`src/rtl/uart_pkg.sv`:
```
// Shared UART definitions: transmit FSM states, line levels and default widths.
package uart_pkg;

  localparam int unsigned UART_DATA_WIDTH = 8;
  localparam int unsigned UART_DIV_BITS   = 16;

  localparam logic UART_IDLE_LVL  = 1'b1;
  localparam logic UART_START_LVL = 1'b0;

  typedef enum logic [2:0] {
    IDLE,
    START,
    DATA,
    PARITY,
    STOP
  } tx_state_e;

endpackage

```
`src/rtl/uart_baud_cnt.sv`:
```
// Baud-rate down-counter: explicit load, automatic reload at zero while running,
// and a tick on the last cycle of each bit period.
module uart_baud_cnt
  import uart_pkg::*;
#(
  parameter int unsigned DIV_BITS = UART_DIV_BITS
) (
  input  logic                clk_i,
  input  logic                rstn_i,
  input  logic                load_i,
  input  logic [DIV_BITS-1:0] load_val_i,
  input  logic                run_i,
  input  logic [DIV_BITS-1:0] reload_val_i,
  output logic                tick_o
);

  logic [DIV_BITS-1:0] cnt_q;

  always_ff @(posedge clk_i or negedge rstn_i) begin
    if (!rstn_i) begin
      cnt_q <= '0;
    end else if (load_i) begin
      cnt_q <= load_val_i;
    end else if (run_i) begin
      if (cnt_q == '0) cnt_q <= reload_val_i;
      else             cnt_q <= cnt_q - 1'b1;
    end
  end

  assign tick_o = run_i & (cnt_q == '0);

endmodule

```
`src/rtl/uart_tx_serializer.sv`:
```
// UART transmit engine: pops bytes from a show-ahead TX FIFO and shifts them out
// as start / data (LSB first) / optional parity / 1-2 stop bit frames.
module uart_tx_serializer
  import uart_pkg::*;
#(
  parameter int unsigned DATA_WIDTH = UART_DATA_WIDTH,
  parameter int unsigned DIV_BITS   = UART_DIV_BITS
) (
  input  logic                  clk_i,
  input  logic                  rstn_i,
  input  logic                  en_i,
  input  logic [DIV_BITS-1:0]   baud_div_i,
  input  logic                  parity_en_i,
  input  logic                  parity_odd_i,
  input  logic                  stop2_i,
  input  logic                  fifo_empty_i,
  input  logic [DATA_WIDTH-1:0] fifo_rdata_i,
  output logic                  fifo_rd_o,
  output logic                  txd_o,
  output logic                  busy_o,
  output logic                  done_o
);

  localparam int unsigned IDX_W = (DATA_WIDTH > 1) ? $clog2(DATA_WIDTH) : 1;
  localparam logic [IDX_W-1:0] LAST_IDX = IDX_W'(DATA_WIDTH - 1);

  tx_state_e             state_q;
  logic [DATA_WIDTH-1:0] shift_q;
  logic [DATA_WIDTH-1:0] shift_nxt;
  logic [IDX_W-1:0]      bit_idx_q;
  logic                  stop_idx_q;
  logic [DIV_BITS-1:0]   div_q;
  logic                  par_en_q;
  logic                  stop2_q;
  logic                  parity_q;
  logic                  txd_q;
  logic                  tick;
  logic                  last_stop_tick;
  logic                  fetch;

  uart_baud_cnt #(
    .DIV_BITS(DIV_BITS)
  ) u_baud_cnt (
    .clk_i       (clk_i),
    .rstn_i      (rstn_i),
    .load_i      (fetch),
    .load_val_i  (baud_div_i),
    .run_i       (state_q != IDLE),
    .reload_val_i(div_q),
    .tick_o      (tick)
  );

  assign shift_nxt      = shift_q >> 1;
  assign last_stop_tick = (state_q == STOP) & tick & (stop_idx_q == stop2_q);
  assign fetch          = en_i & ~fifo_empty_i & ((state_q == IDLE) | last_stop_tick);

  // txd_q is loaded with the level of the bit being entered, so it changes on
  // the same edge as the state rather than one cycle later.
  always_ff @(posedge clk_i or negedge rstn_i) begin
    if (!rstn_i) begin
      state_q    <= IDLE;
      shift_q    <= '0;
      bit_idx_q  <= '0;
      stop_idx_q <= 1'b0;
      div_q      <= '0;
      par_en_q   <= 1'b0;
      stop2_q    <= 1'b0;
      parity_q   <= 1'b0;
      txd_q      <= UART_IDLE_LVL;
    end else if (fetch) begin
      shift_q    <= fifo_rdata_i;
      div_q      <= baud_div_i;
      par_en_q   <= parity_en_i;
      stop2_q    <= stop2_i;
      parity_q   <= ^fifo_rdata_i ^ parity_odd_i;
      bit_idx_q  <= '0;
      stop_idx_q <= 1'b0;
      state_q    <= START;
      txd_q      <= UART_START_LVL;
    end else if (tick) begin
      unique case (state_q)
        START: begin
          state_q   <= DATA;
          bit_idx_q <= '0;
          txd_q     <= shift_q[0];
        end
        DATA: begin
          if (bit_idx_q == LAST_IDX) begin
            stop_idx_q <= 1'b0;
            if (par_en_q) begin
              state_q <= PARITY;
              txd_q   <= parity_q;
            end else begin
              state_q <= STOP;
              txd_q   <= UART_IDLE_LVL;
            end
          end else begin
            shift_q   <= shift_nxt;
            bit_idx_q <= bit_idx_q + 1'b1;
            txd_q     <= shift_nxt[0];
          end
        end
        PARITY: begin
          state_q    <= STOP;
          stop_idx_q <= 1'b0;
          txd_q      <= UART_IDLE_LVL;
        end
        STOP: begin
          if (stop_idx_q == stop2_q) begin
            state_q <= IDLE;
            txd_q   <= UART_IDLE_LVL;
          end else begin
            stop_idx_q <= 1'b1;
          end
        end
        default: begin
          state_q <= IDLE;
          txd_q   <= UART_IDLE_LVL;
        end
      endcase
    end
  end

  assign fifo_rd_o = fetch;
  assign txd_o     = txd_q;
  assign busy_o    = (state_q != IDLE);
  assign done_o    = last_stop_tick;

endmodule

```
`config.mk`:
```
export PLATFORM = sky130hd
export DESIGN_NAME = uart_tx_serializer
export DESIGN_NICKNAME = d
export VERILOG_FILES = /design/src/rtl/uart_pkg.sv /design/src/rtl/uart_baud_cnt.sv /design/src/rtl/uart_tx_serializer.sv
export SDC_FILE = /design/constraint.sdc
export NUM_CORES = 1
export LEC_CHECK = 0
export CORE_UTILIZATION = 25
export CTS_CLUSTER_DIAMETER = 200
export CTS_CLUSTER_SIZE = 28
export DETAILED_ROUTE_END_ITERATION = 7
export SYNTH_ARGS = -nofsm -noshare
export SYNTH_HDL_FRONTEND = slang
export SYNTH_SLANG_ARGS = --single-unit
```
`constraint.sdc`:
```
create_clock -name clk_i -period 3.8 [get_ports clk_i]
set_clock_uncertainty 0.1 [all_clocks]
set_input_delay 0.76 -clock clk_i [delete_from_list [all_inputs] [get_ports clk_i]]
set_output_delay 0.76 -clock clk_i [all_outputs]
set_load 0.02 [all_outputs]
```
==> impl_metrics.py <==
metrics = {
    "global_routing": {
        "grt_pass1_wl_um": 12400,
        "track_usage_pct": 12.5,
        "grt_start_max_net_pins": 41,
        "antenna_found_initial": 0,
        "first_global_vias": 2466,
        "overflow": 0,
    },
    "timing": {
        "maxSlewHeadroom_pct": 35.2,
        "rsz0062_at_grt": "no",
        "post-route-period-util_pct": 87.8,
        "finalSetupViolations": 0,
        "fin_crit_ps": 3340,
        "timing.final.ws_setup_ps": 464,
        "fin_tns_setup_ps": 0,
        "hold_violations": 0,
        "worstMarginPinSlew_ps": 968,
        "whs_ps": 379,
        "slew_viol_final": 0,
        "timing.fmax_mhz": 300,
    },
    "yosys": {
        "yosysTopAreaCellShare_pct": 42.0,
        "synth-seq-cells": 51,
        "synth_area_mm2": 0.00298,
        "yosys.area.top_type": "dfrtp_1",
        "synth_cell_types": 63,
        "yosys_most_used_dff": "dfrtp_1",
        "synth_warnings": 0,
        "syn_nets": 337,
        "async_flop_share_pct": 100,
        "yosysSeqAreaShare_pct": 42.9,
        "syn_avg_cell_area_um2": 9.83,
        "yosysMostFrequentCell": "nand2_1",
        "synth_edf_count": 0,
        "synthTopCellsByCount": "nand2_1 (57), dfrtp_1 (50), xnor2_1 (15)",
        "synth.area.top_cells": "dfrtp_1 (42%), nand2_1 (7.2%), mux2_2 (4.5%)",
        "syn_inst": 303,
    },
    "worst_setup_path": {
        "cp_slowest_cell": "clkdlybuf4s50_1",
        "end_kind": "output pin",
        "path_delay_family": "simple AND/OR/NAND/NOR gates",
        "rr_startpoint": "u_baud_cnt.cnt_q[10]",
        "critPathBufInv": 2,
        "worst_path_largest_cell_delay_ps": 670,
        "cp-start-kind": "register",
        "path_cells": "inv_1, ha_1, nor3b_1, nand4_2, nor3_1, clkdlybuf4s50_1",
        "worstPathMaxFanout": 6,
        "crit_path_start": "u_baud_cnt.cnt_q[0]",
        "arrival_ps": 2480,
        "worstPathRequired_ps": 2940,
        "criticalPathCategory": "reg2out",
    },
    "floorplan": {
        "rows": 39,
        "dieArea_mm2": 0.0124,
        "die_x_um": 111,
        "core_mm2": 0.0115,
        "chipHeight_um": 111,
        "num_io_pins": 35,
        "start_util_pct": 25.9,
    },
    "pwr": {
        "p_leak_nw": 1.55,
        "ir_worst_vdd_mv": 0.265,
        "power_mw": 2.20,
        "power.density_mw_per_mm2": 608,
    },
    "flow_run": {
        "drv_cap": 0,
    },
    "clock_network": {
        "clk_pin_slew_ps": 70,
        "cts_setup_buffers": 0,
        "cts_tree": "done",
        "clockBufferDepth": 2,
        "holdBufCountCts": 0,
        "cts_sinks": 51,
        "cts.htree.levels": 2,
        "post_cts_resized": 0,
        "worstSkewPairLatency_ps": 290,
        "cts_made_buffers": 5,
        "root_buffer": "clkbuf_16",
    },
    "layout": {
        "antennaDiodeCount": 0,
        "postLayoutCoreUtil_pct": 31.5,
        "final_cells": 482,
        "drive_above_1_share_pct": 15.0,
        "fin_area_mm2": 0.00362,
        "multi_input_area_mm2": 0.00156,
        "final.fill_count": 1195,
        "syn2layout_area_growth_pct": 21.6,
        "register_area_mm2": 0.00128,
        "fin_nets": 372,
    },
    "drt": {
        "wl_um": 7310,
        "antenna_left": 0,
        "first_pass_iters": 6,
        "detail_route.iter0.violations": 209,
        "drc_errors": 4,
        "via_per_inst": 4.90,
        "wire_per_inst_um": 15.2,
        "route.vias.total": 2363,
    },
    "place": {
        "pre_cts_ws_ps": 514,
        "io_buffers": 34,
        "gp_congestion": 0.779,
        "dp_hpwl_um": 5250,
        "placed_cells": 474,
        "placed_cell_area_mm2": 0.00345,
    },
    "run_status": {
        "run_status": "finished, violations left",
        "violations": "design-rule violations",
    },
    "hold_path": {
        "holdCritStartpoint": "div_q[14]",
        "hp-class": "reg2reg",
    },
}
-- metal layers --
layer	wire (um)	global-route usage [%]	up-vias
met5	0	0	-
met2	3400	20.2	67
met4	84	4.23	0
li1	-	-	1144
met1	3440	16.6	1146
met3	377	2.41	6
-- kinds of logic after synthesis --
group           after synthesis  synth area share (%)
buf+inv                      25                  4.87
flops                        51                  42.9
simple gates                120                  21.8
xor+xnor                     21                  6.17
compound gates               63                  15.1
mux                          20                  7.94
fa+ha+maj                     3                  1.26
-- state kept, by name (all words and copies together) (netlist names) --
| register | flops |
|---|---|
| bit_idx_q | 3 |
| div_q | 16 |
| par_en_q | 1 |
| parity_q | 1 |
| shift_q | 8 |
| state_q | 3 |
| stop2_q | 1 |
| stop_idx_q | 1 |
| txd_o | 1 |
| u_baud_cnt.cnt_q | 16 |
-- where the power goes --
group	total (mW)	internal (mW)	switching [mW]
logic	0.753	0.361	0.392
registers	0.922	0.713	0.209
clock network	0.526	0.314	0.211
-- worst paths after layout --
path	to	slack, ps	cells after the start
max	done_o	460	6
max in group asynchronous	u_baud_cnt.cnt_q[13]	2380	2
max reg2reg	shift_q[2]	1080	7
min	div_q[14]	380	1
min in group asynchronous	bit_idx_q[0]	500	1
min reg2reg	div_q[14]	380	1
-- cell usage in the layout (no fill, tap or decap), types with 4 or more instances in the layout --
cell and n:
mux2_4 4, inv_1 10, nor2_1 12, clkdlybuf4s50_1 33, a21oi_1 11, xor2_1 6
a22oi_1 5, mux2_2 12, dfrtp_1 50, xnor2_1 15, buf_4 7, nor3_1 6
nor3b_1 4, o211ai_1 7, clkbuf_16 5, nand2_1 57, nand3_1 12, o21ai_0 14
-- cell type report --
cell class / instances / share of cell area [%]
sequential: 51 / 35.3
inverter: 12 / 1.38
tap: 143 / 4.94
timing repair buffer: 41 / 10.7
clock buffer: 5 / 3.45
multi-input combinational: 227 / 43.0
clock inverter: 3 / 1.31
No activity file was read; power rests on OpenSTA's default activity.
